## config.mk

```make
export PLATFORM = sky130hd
export DESIGN_NAME = nios_fast_ocimem_arbiter
export DESIGN_NICKNAME = d
export VERILOG_FILES = /design/src/rtl/nios_fast_ocimem_arbiter.sv
export SDC_FILE = /design/constraint.sdc
export NUM_CORES = 1
export LEC_CHECK = 0
export ABC_AREA = 1
export CAP_MARGIN = 5
export CELL_PAD_IN_SITES_DETAIL_PLACEMENT = 0
export CELL_PAD_IN_SITES_GLOBAL_PLACEMENT = 2
export CORE_ASPECT_RATIO = 2
export CORE_UTILIZATION = 26
export CTS_CLUSTER_DIAMETER = 50
export CTS_CLUSTER_SIZE = 12
export DETAILED_ROUTE_END_ITERATION = 12
export PLACE_DENSITY = 0.89
export SLEW_MARGIN = 20
export SYNTH_ARGS = -nofsm -noshare
export SYNTH_HDL_FRONTEND = slang
export SYNTH_SLANG_ARGS = --single-unit
```

## constraint.sdc

```tcl
create_clock -name clk -period 9.8 [get_ports clk]
set_input_delay 1.47 -clock clk [delete_from_list [all_inputs] [get_ports clk]]
set_output_delay 1.47 -clock clk [all_outputs]
set_load 0.01 [all_outputs]
```

## src/rtl/nios_fast_ocimem_arbiter.sv

```systemverilog
// Debug-RAM controller: executes JTAG OCI-memory commands and shares the single-port RAM with the CPU debug slave.
// Optional feature: define OCIMEM_AUTOINC_EN to post-increment the JTAG address after every completed read/write.
module nios_fast_ocimem_arbiter #(
  parameter int ADDR_W      = 8,
  parameter bit START_GRANT = 1'b0
) (
  input  logic              clk,
  input  logic              reset,
  input  logic              take_action_ocimem_a,
  input  logic              take_no_action_ocimem_a,
  input  logic              take_action_ocimem_b,
  input  logic [37:0]       jdo,
  input  logic [ADDR_W-1:0] av_address,
  input  logic              av_read,
  input  logic              av_write,
  input  logic [31:0]       av_writedata,
  output logic [31:0]       av_readdata,
  output logic              av_waitrequest,
  output logic [ADDR_W-1:0] ram_addr,
  output logic [31:0]       ram_wdata,
  output logic              ram_we,
  output logic              ram_re,
  input  logic [31:0]       ram_rdata,
  output logic [31:0]       MonDReg,
  output logic              monitor_ready,
  output logic              monitor_error
);

  typedef enum logic [2:0] {IDLE, CPU_WR, CPU_RD, CPU_RDW, J_WR, J_RD, J_RDW} state_t;

  state_t            state;
  logic [ADDR_W-1:0] jtag_addr;
  logic [ADDR_W-1:0] next_jtag_addr;
  logic              pend;
  logic              pend_wr;
  logic [31:0]       pend_wdata;
  logic              last_grant;
  logic              cpu_req;
  logic              jtag_busy;
  logic              tie;
  logic              grant_jtag;
  logic              grant_cpu;
  logic              unused_jdo;

  // last_grant = 1 means JTAG won the previous tie, so the CPU wins the next one.
  assign cpu_req        = av_read | av_write;
  assign jtag_busy      = pend | (state == J_WR) | (state == J_RD) | (state == J_RDW);
  assign tie            = pend & cpu_req;
  assign grant_jtag     = pend & (~cpu_req | ~last_grant);
  assign grant_cpu      = cpu_req & ~grant_jtag;
  assign av_waitrequest = cpu_req & ~((state == CPU_WR) | (state == CPU_RDW));
  assign av_readdata    = (state == CPU_RDW) ? ram_rdata : '0;
  assign unused_jdo     = ^jdo;

`ifdef OCIMEM_AUTOINC_EN
  assign next_jtag_addr = jtag_addr + 1'b1;
`else
  assign next_jtag_addr = jtag_addr;
`endif

  // Tie history only moves on real contention, so the side that lost a tie wins the next one.
  always_ff @(posedge clk or posedge reset) begin
    if (reset) begin
      state         <= IDLE;
      ram_we        <= 1'b0;
      ram_re        <= 1'b0;
      ram_addr      <= '0;
      ram_wdata     <= '0;
      MonDReg       <= '0;
      monitor_ready <= 1'b0;
      monitor_error <= 1'b0;
      jtag_addr     <= '0;
      pend          <= 1'b0;
      pend_wr       <= 1'b0;
      pend_wdata    <= '0;
      last_grant    <= START_GRANT;
    end else begin
      case (state)
        IDLE: begin
          if (tie) begin
            last_grant <= grant_jtag;
          end
          if (grant_jtag) begin
            pend      <= 1'b0;
            ram_addr  <= jtag_addr;
            ram_wdata <= pend_wdata;
            ram_we    <= pend_wr;
            ram_re    <= ~pend_wr;
            state     <= pend_wr ? J_WR : J_RD;
          end else if (grant_cpu) begin
            ram_addr  <= av_address;
            ram_wdata <= av_writedata;
            ram_we    <= av_write;
            ram_re    <= ~av_write;
            state     <= av_write ? CPU_WR : CPU_RD;
          end
        end
        CPU_WR: begin
          ram_we <= 1'b0;
          state  <= IDLE;
        end
        CPU_RD: begin
          ram_re <= 1'b0;
          state  <= CPU_RDW;
        end
        CPU_RDW: begin
          state <= IDLE;
        end
        J_WR: begin
          ram_we        <= 1'b0;
          MonDReg       <= ram_wdata;
          monitor_ready <= 1'b1;
          jtag_addr     <= next_jtag_addr;
          state         <= IDLE;
        end
        J_RD: begin
          ram_re <= 1'b0;
          state  <= J_RDW;
        end
        J_RDW: begin
          MonDReg       <= ram_rdata;
          monitor_ready <= 1'b1;
          jtag_addr     <= next_jtag_addr;
          state         <= IDLE;
        end
        default: begin
          ram_we <= 1'b0;
          ram_re <= 1'b0;
          state  <= IDLE;
        end
      endcase

      // Command decode; a busy engine drops the command and flags it until the next accepted 'a'.
      if (take_action_ocimem_b) begin
        if (jtag_busy) begin
          monitor_error <= 1'b1;
        end else begin
          pend          <= 1'b1;
          pend_wr       <= 1'b1;
          pend_wdata    <= jdo[34:3];
          monitor_ready <= 1'b0;
        end
      end else if (take_action_ocimem_a) begin
        if (jtag_busy) begin
          monitor_error <= 1'b1;
        end else begin
          jtag_addr     <= jdo[17 +: ADDR_W];
          monitor_error <= 1'b0;
          if (jdo[26]) begin
            pend          <= 1'b1;
            pend_wr       <= 1'b0;
            monitor_ready <= 1'b0;
          end else begin
            monitor_ready <= 1'b1;
          end
        end
      end else if (take_no_action_ocimem_a) begin
        if (jtag_busy) begin
          monitor_error <= 1'b1;
        end else begin
          pend          <= 1'b1;
          pend_wr       <= 1'b0;
          monitor_ready <= 1'b0;
        end
      end
    end
  end

endmodule
```

# --- Yosys cells after proc, flatten, opt, wreduce, memory -nomap -nowiden ---
# Index checks and enable logic that the tools add are counted.
totals:
  in_bits: 117
  elab_cells: 99
  out_inout_bits: 109
  register_bits: 122
classes:
  mux: 44
  reduce_logical: 14
  n_bitwise: 20
  eq_ne: 8
op_table:
  columns: ["op", "n"]
  rows:
  - ["32-bit 2-to-1 mux", 3]
  - ["32-bit one-hot mux with 2 select lines", 1]
  - ["1-bit 2-to-1 mux", 32]
  - ["8-bit 2-to-1 mux", 2]
  - ["1-bit NOT", 10]
  - ["2-bit AND reduction", 5]
  - ["3-bit equality test, second input constant", 3]
  - ["3-bit one-hot mux with 3 select lines", 1]
  - ["4-bit OR reduction", 2]
  - ["3-bit by 2-bit equality test with 1-bit output, second input constant", 2]
  - ["3-bit 2-to-1 mux", 2]
  - ["1-bit OR", 6]
  - ["3-bit AND reduction", 2]
  - ["1-bit AND", 4]
  - ["1-bit one-hot mux with 2 select lines", 2]
  - ["2-bit nonzero test", 2]
  - ["3-bit by 1-bit equality test with 1-bit output, second input constant", 1]
  - ["3-bit logical NOT", 1]
  - ["3-bit by 1-bit inequality test with 1-bit output, second input constant", 1]
  - ["3-bit inequality test, second input constant", 1]
  - ["3-bit nonzero test", 1]
  - ["2-bit 2-to-1 mux", 1]
  - ["2-bit OR reduction", 1]

# --- Logic depth before layout (Yosys ltp) ---
# Gate-level depths: netlist of run 1.
depth:
  word_depth: 10
  depth_mapped: 8
  ltp_nobuf: 7

# --- Worst setup path after synthesis of run 1 ---
# Ideal clock, no wire load.
synth_path:
  path_kind: "input to output"
  start: "input av_read"
  end: "output av_waitrequest"
  n_path_buf: 0
  required_ns: 8.330
  setup_slack_ns: 6.606
  arrival_time_ns: 1.724
  stages: 2
  cell_sequence: "inv_1 -> a21oi_1"
synth_between:
  elab_chain_cells: 2
synth_rtl:
  columns: ["element", "line", "source"]
  rows:
  - ["from (decl)", "14", "input logic av_read,"]
  - ["1-bit OR", "46", "assign cpu_req = av_read | av_write;"]
  - ["1-bit AND", "51", "assign av_waitrequest = cpu_req & ~((state == CPU_WR) | (state == CPU_RDW));"]
  - ["to (decl)", "18", "output logic av_waitrequest,"]
# Every way passes these cells.

# --- Worst setup path after layout of run 1 ---
layout_path:
  start: "input av_write"
  end: "output av_waitrequest"
layout_between:
  elab_chain_cells: 2
layout_rtl:
  columns: ["element", "line", "source"]
  rows:
  - ["from (decl)", "15", "input logic av_write,"]
  - ["1-bit OR", "46", null]
  - ["1-bit AND", "51", null]
# Every way passes these cells.

==> results.cfg, run 1 <==
[yosys]
ys_ff_latch = 122
synth_top_cells_by_count = nand2_1, inv_1, dfrtp_1
syn_nets = 950
synth.area.top_cells = dfrtp_1, nand2_1, inv_1
ys.flop_type = dfrtp_1
yosysWarnings = 0
synth_most_common_cell = nand2_1
ys_seq_area_share_pct = 50.21
yosysUniqueCellTypes = 22
async_flop_share_pct = 100.0
synth_edf_count = 0
synth_top_area_share_pct = 50.21
netlist_area_um2 = 6081
yosysTopAreaCell = dfrtp_1
syn-instance-count = 833
avgSynthCellArea_um2 = 7.300

[critical_path]
critPathKind = input pin to primary output
path_max_fanout = 3
crit_path_end_kind = primary output
crit_buf_inv = 3
ff2ff_path_depth = 4
crit_family = buffers and inverters
slowest_stage = clkdlybuf4s50_1
critPathLaunchType = input pin
cp.required_ns = 8.33
cp_num_cells = 4
path_cells = clkdlybuf4s50_1 -> inv_1 -> a21oi_1 -> clkdlybuf4s50_1
critPathMaxStageDelay_ns = 0.62
crit_top_cell = clkdlybuf4s50_1
crit_arrival_ns = 2.84

[timing]
skew_ns = 0.009818
rsz0062_at_grt = no
finalHoldViolations = 0
layout_setup_ws_ns = 5.495
fin_crit_ns = 4.305
max_freq_ghz = 0.2323
final_max_slew_viol_count = 0
worst_pin_slew_ns = 0.9356
period_share_pct = 43.93
setup_tns_ns = 0
maxSlewHeadroom_pct = 37.41
setup_viol = 0

[power]
p_comb_share_pct = 45.3
seqPwrFrac_pct = 32.3
p_sw_mw = 1.110
power_density_nw_per_um2 = 315.5
p_int_mw = 1.743
switching_share_pct = 38.91
p_clk_share_pct = 22.4
ir_worst_vdd_mv = 0.1715
p_leak_nw = 4.594

[layout]
stdcell_area_um2 = 9041
drive_gt1_share_pct = 4.689
fin_util_pct = 39.59
fin_cells = 1326
fin_nets = 1150
syn_to_final_growth_pct = 48.68

[global_routing]
antenna_found_initial = 1
grt_max_degree = 66
track_usage_pct = 17.29
grt_pass1_vias = 5465
grt_overflow = 0
grt_pass1_wl_um = 30520

[floorplan]
std_cell_rows = 78
start_util_pct = 26.63
dieArea_um2 = 24040
dieWidth_um = 110.1
io-pin-count = 226
die_h_um = 218.3
coreArea_um2 = 22840

[route]
ant_nets = 0
avgRoutedWirePerCell_um = 15.06
viasPerCell = 4.252
drt_iter0_markers = 216
via_count = 5638
drc_errors = 0
drt_pass1_iterations = 5
routed_wl_um = 19970

[placed_design]
dpl.hpwl_um = 14390
io_buffers = 219
post-place-ws_ns = 5.502
placed_cell_area_um2 = 8444
globalplace.congestion = 0.7589
dpl.cell_count = 1294

[job]
max_cap_violations = 0

[hold_path]
hold_path_class = register to register
min_path_cells = 2

[clock_tree]
clk_pin_slew_ns = 0.06
cts_buffers = 17
clock_path_buffers = 2
h-tree-depth = 4
cts-root-buf = clkbuf_16
insertion_delay_ns = 0.42
cts_tree = done
cts.sinks = 122
hold_buffers = 0
cts-resized-gates = 0
postCtsSetupRepairBufs = 0

[status]
outcome = complete, no violations
[placed cells by master, fill, tap and decap left out, types with 3 or more instances in the layout]
master / netlist / routed
clkdlybuf4s50_1: 0 / 219
nand2_2: 2 / 3
clkbuf_8: 0 / 3
o21ai_1: 5 / 5
o21ai_0: 95 / 95
clkinv_2: 0 / 6
dfrtp_1: 122 / 121
nand2_1: 258 / 257
nand3_1: 97 / 97
clkbuf_16: 0 / 17
nor2_1: 39 / 39
buf_4: 3 / 5
inv_1: 157 / 155
bufinv_16: 0 / 3
inv_2: 3 / 4
[final timing paths]
kind	startpoint	end	slack [ns]
worst max-delay path	av_write	av_waitrequest	5.49
worst min-delay path	jtag_addr[4]	jtag_addr[4]	0.47
worst max register to register	pend	ram_we	7.45
worst min register to register	jtag_addr[4]	jtag_addr[4]	0.47
max in group asynchronous	reset	pend	7.01
min in group asynchronous	reset	MonDReg[8]	1.48
[routing by layer]
metal | GRT usage [%] | wire length [µm] | vias up
li1 | - | - | 2941
met1 | 19.32 | 7981 | 2518
met2 | 31.08 | 10670 | 155
met3 | 2.982 | 761 | 24
met4 | 7.939 | 554 | 0
met5 | 0 | 0 | -
[registers in the layout (all words and copies together) (netlist names)]
register       count
pend_wr            1
ram_wdata         32
MonDReg           32
jtag_addr          8
ram_addr           8
pend               1
pend_wdata        32
ram_re             1
monitor_error      1
ram_we             1
state              3
monitor_ready      1
last_grant         1
[cell type report]
cell class | instances | area [µm²]
fill | 2441 | 13800
sequential | 122 | 3054
timing repair buffer | 224 | 2230
multi-input combinational | 507 | 2201
inverter | 161 | 609.3
clock buffer | 22 | 474.2
tap | 280 | 350.3
clock inverter | 9 | 120.1
antenna | 1 | 2.502
[power groups by stage]
stage,Sequential (mW),Clock [mW],Combinational (mW)
4_1_cts,0.925,0.660,1.32
2_1_floorplan,0.942,0,0.699
6_report,0.923,0.638,1.29
3_3_place_gp,0.926,0,1.30
3_5_place_dp,0.930,0,1.31
5_1_grt,0.955,0.676,1.46
[stage by stage]
stage	power, mW	hold slack [ns]
finish	2.853	0.4748
detailed placement	2.243	0.4584
global route	3.095	0.5003
floorplan	1.641	0.4419
CTS	2.906	0.4728
global placement	2.230	0.4565
[tightest hold or removal path, cell delays in order, from the launching register on]
cell	delay [ns]
dfrtp_1	0.34
nand2_1	0.05
nand2_1	0.05
[cell families (layout without fill, tap and decap cells)]
group | count (synthesis) | after routing | synth area share [%]
compound gates | 103 | 103 | 8.519
buf+inv | 204 | 416 | 13.72
flops | 122 | 122 | 50.21
other cells | 0 | 1 | 0
simple gates | 404 | 404 | 27.55
(Power assumes the default switching activity.)
==> inputs of run 2 (changes only) <==
CORE_UTILIZATION = 24   (was 26)
PLACE_DENSITY = 0.83   (was 0.89)
clock period = 4.2 ns   (was 9.8 ns; I/O delays follow)
==> results.cfg, run 2 (synthesis results as in run 1) <==
[route]
ant_nets = 0
drt_iter0_markers = 201
avgRoutedWirePerCell_um = 14.70
viasPerCell = 4.059
drc_errors = 0
via_count = 5630
drt_pass1_iterations = 5
routed_wl_um = 20390

[floorplan]
die_h_um = 227.1
io-pin-count = 226
dieWidth_um = 114.6
dieArea_um2 = 26020
start_util_pct = 24.39
coreArea_um2 = 24930
std_cell_rows = 82

[clock_tree]
cts_tree = done
insertion_delay_ns = 0.43
cts-resized-gates = 0
hold_buffers = 0
clock_path_buffers = 2
cts.sinks = 122
clk_pin_slew_ns = 0.06
cts_buffers = 17
h-tree-depth = 4
postCtsSetupRepairBufs = 0
cts-root-buf = clkbuf_16

[global_routing]
grt_max_degree = 92
grtUsageMet2_pct = 28.64
grt_util_met1_pct = 18.18
busiest_layer = met2
grt_overflow = 0
antenna_found_initial = 3
track_usage_pct = 16.24
grt_use_met3_pct = 3.514
grt_pass1_vias = 5525
grt_pass1_wl_um = 31190

[hold_path]
hold_path_class = register to register
min_path_cells = 2

[layout]
drive_gt1_share_pct = 4.962
reg.largest.list = MonDReg x32, pend_wdata x32, ram_wdata x32
fin_nets = 1153
syn_to_final_growth_pct = 50.06
mostFrequentLayoutCells = nand2_1, clkdlybuf4s50_1, inv_1
layout_commonest_cell = nand2_1
fillCellCount = 2679
fin_util_pct = 36.60
stdcell_area_um2 = 9125

[critical_path]
r2r_slack_ns = 2.10
cp.required_ns = 3.57
ff2ff_path_depth = 4
crit_arrival_ns = 2.12
path_max_fanout = 32
critPathLaunchType = register
critPathKind = register to primary output
crit_path_end_kind = primary output

[timing]
setup_viol = 0
layout_setup_ws_ns = 1.454
finalHoldViolations = 0
max_freq_ghz = 0.3642
period_share_pct = 65.37
final_max_slew_viol_count = 0
rsz0062_at_grt = no
maxSlewHeadroom_pct = 37.30
fin_crit_ns = 2.746
worst_pin_slew_ns = 0.9406
setup_tns_ns = 0
skew_ns = 0.005974

[placed_design]
dpl.hpwl_um = 14800
placed_cell_area_um2 = 8537
io_buffers = 219
globalplace.congestion = 0.8172
post-place-ws_ns = 1.487

[power]
p_leak_nw = 4.598
power_density_nw_per_um2 = 726.6
ir_worst_vdd_mv = 0.4593

[status]
outcome = complete, no violations

[job]
max_cap_violations = 0
## run 2: cell count changes in the layout (fill, tap and decap cells not counted)
cell        delta
diode_2        +2
buf_4          +3
clkinv_2       -1
clkbuf_8       +1
clkinvlp_4     +1
bufinv_16      -1
## run 2: final timing paths
path / from / end
min in group asynchronous: reset / MonDReg[10]
min reg2reg: jtag_addr[7] / jtag_addr[7]
max reg2reg: pend / state[1]
max: state[1] / av_readdata[26]
min: jtag_addr[7] / jtag_addr[7]
max in group asynchronous: reset / state[0]
## run 2: cell type report
cell class | count | area [µm²] | area share (%)
inverters | 161 | 609.3 | 6.678
repair buffers | 227 | 2252 | 24.68
diodes | 3 | 7.507 | 0.08227
clock inverters | 8 | 92.59 | 1.015
multi-input cells | 507 | 2201 | 24.12
well taps | 336 | 420.4 | 4.607
flip-flops and latches | 122 | 3054 | 33.47
clock buffers | 23 | 488.0 | 5.348
## run 2: stage by stage
stage | power (mW) | std cells | hold WS [ns]
after floorplan | 3.830 | 833 | 0.4419
after global placement | 5.225 | 1353 | 0.4566
after detailed placement | 5.262 | 1353 | 0.4588
after CTS | 6.769 | 1384 | 0.4729
after global routing | 7.184 | 1387 | 0.4996
final | 6.631 | 1387 | 0.4680
## run 2: critical path, stage by stage (launching register included)
cell and delay, ns:
dfrtp_1 0.42, nand2_1 0.10, nor2_1 0.16, inv_2 0.25
nor2_1 0.18, clkdlybuf4s50_1 0.56
## run 2: power by group
group          leakage (nW)  switching [mW]  internal (mW)  total (mW)
combinational          2.81            1.74           1.35        3.09
sequential             1.50           0.330           1.76        2.09
clock                 0.289           0.529          0.926        1.45
total                  4.60            2.60           4.03        6.63
## run 2: metal layers
metal / wire (µm) / part of all wire [%]
met2: 10740 / 53
met1: 8118 / 40
met3: 822 / 4.0
met4: 709 / 3.5
met5: 0 / 0
==> inputs of run 3 (changes only) <==
clock period = 2.6 ns   (was 4.2 ns; I/O delays follow)
==> results.cfg, run 3 (synthesis results as in run 1) <==
[critical_path]
critPathLaunch = state[1]
crit_top_cell = nor2_1
crit_path_end_kind = primary output
critPathMaxStageDelay_ns = 0.56
critPathLaunchType = register
cp.required_ns = 2.21
critPathKind = register to primary output
path_max_fanout = 32
path_cells = nand2_1 -> nor2_1 -> inv_1 -> buf_4 -> nor2_1 -> clkdlybuf4s50_1
crit_buf_inv = 3
crit_arrival_ns = 2.08
crit_family = buffers and inverters
rr_startpoint = pend
slowest_stage = clkdlybuf4s50_1

[clock_tree]
cts-resized-gates = 0
hold_buffers = 0
cts-root-buf = clkbuf_16
cts_tree = done
cts.sinks = 122
cts_buffers = 17
postCtsSetupRepairBufs = 0
h-tree-depth = 4
insertion_delay_ns = 0.42
clock_path_buffers = 2
clk_pin_slew_ns = 0.06

[power]
p_clk_share_pct = 22.7
total_power_mw = 10.97
p_int_mw = 6.751
ir_worst_vdd_mv = 0.4043
p_leak_nw = 4.664
power_density_nw_per_um2 = 1183
p_sw_mw = 4.221
p_comb_share_pct = 46.3
switching_share_pct = 38.47
seqPwrFrac_pct = 31.0

[placed_design]
globalplace.congestion = 0.7934
dpl.cell_count = 1361
dpl.hpwl_um = 15220
post-place-ws_ns = 0.4664
io_buffers = 219

[floorplan]
std_cell_rows = 82
die_h_um = 227.1
coreArea_um2 = 24930
dieWidth_um = 114.6
dieArea_um2 = 26020
start_util_pct = 24.39
io-pin-count = 226

[global_routing]
grt_pass1_wl_um = 31350
grt_overflow = 0
grt_max_degree = 71
grt_pass1_vias = 5668
track_usage_pct = 16.15
antenna_found_initial = 3

[timing]
hold-worst-slack_ns = 0.3445
skew_ns = 0.01362
worst_pin_slew_ns = 0.6299
finalHoldViolations = 0
period_share_pct = 94.83
setup_viol = 0
layout_setup_ws_ns = 0.1345
rsz0062_at_grt = no
fin_crit_ns = 2.465
final_max_slew_viol_count = 0
setup_tns_ns = 0
max_freq_ghz = 0.4056
maxSlewHeadroom_pct = 57.95

[layout]
syn_to_final_growth_pct = 52.47
drive_gt1_share_pct = 5.582
fin_cells = 1396
reg.largest.list = MonDReg x32, pend_wdata x32, ram_wdata x32
mostFrequentLayoutCells = nand2_1, clkdlybuf4s50_1, inv_1
layout_commonest_cell = nand2_1
fin_nets = 1161

[route]
drt_iter0_markers = 194
drt_pass1_iterations = 4
viasPerCell = 4.063
routed_wl_um = 20300
drc_errors = 0
avgRoutedWirePerCell_um = 14.54
ant_nets = 0
via_count = 5672

[status]
outcome = complete, no violations

[job]
max_cap_violations = 0

[hold_path]
hold_path_class = input pin to asynchronous set/reset pin
==> run 3: changes by cell type in the layout (fill, tap and decap cells not counted) <==
| cell | delta |
|---|---|
| buf_4 | +4 |
| inv_2 | -1 |
| buf_12 | +4 |
| bufinv_16 | +1 |
| inv_1 | +1 |
| clkinvlp_4 | +1 |
| clkbuf_1 | +1 |
| clkinv_2 | -2 |
| inv_6 | -1 |
| clkbuf_8 | +1 |
==> run 3: routing by layer <==
metal | track usage, % | up-vias | routed length (µm) | share of wire, %
met5 | 0 | - | 0 | 0
met1 | 17.87 | 2534 | 8049 | 40
met2 | 29.78 | 151 | 10840 | 53
li1 | - | 2956 | - | -
met4 | 8.295 | 0 | 739 | 3.6
met3 | 2.077 | 31 | 674 | 3.3
==> run 3: worst reg2reg max path, cell delays in order, from the launching register on <==
cell	delay, ns
dfrtp_2	0.55
inv_1	0.13
nand2_2	0.14
clkinv_1	0.30
nand2_1	0.39
nand2_1	0.09
nand2_1	0.07
==> run 3: power groups by stage <==
stage	combinational, mW	sequential [mW]	clock, mW
after CTS	5.20	3.41	2.56
after global placement	5.14	3.41	0
after global routing	5.74	3.53	2.64
after floorplan	2.63	3.55	0
after detailed placement	5.18	3.43	0
final	5.08	3.40	2.49
==> run 3: path summary, 6_finish.rpt <==
check | to | slack, ns | depth (start not counted)
hold reg to reg | ram_we | 0.47 | 2
hold / removal | pend_wdata[8] | 0.34 | 2
min in group clk | ram_we | 0.47 | 2
max in group asynchronous | pend_wdata[22] | 1.52 | 3
setup / recovery | av_readdata[26] | 0.13 | 6
setup reg to reg | jtag_addr[3] | 0.86 | 6
==> run 3: stage by stage <==
step	instance area [µm²]	util (%)
3_5_place_dp	8646	34.68
6_report	9271	37.19
4_1_cts	9264	37.16
2_1_floorplan	6085	-
5_1_grt	9271	37.19
3_3_place_gp	8646	34.68
==> run 3: area by class of cell <==
class / instances / area [µm²]
Fill cell: 2682 / 15660
Sequential cell: 122 / 3054
Timing Repair Buffer: 235 / 2362
Multi-Input combinational cell: 507 / 2201
Inverter: 161 / 608.1
Clock buffer: 25 / 505.5
Tap cell: 336 / 420.4
Clock inverter: 7 / 112.6
Antenna cell: 3 / 7.507
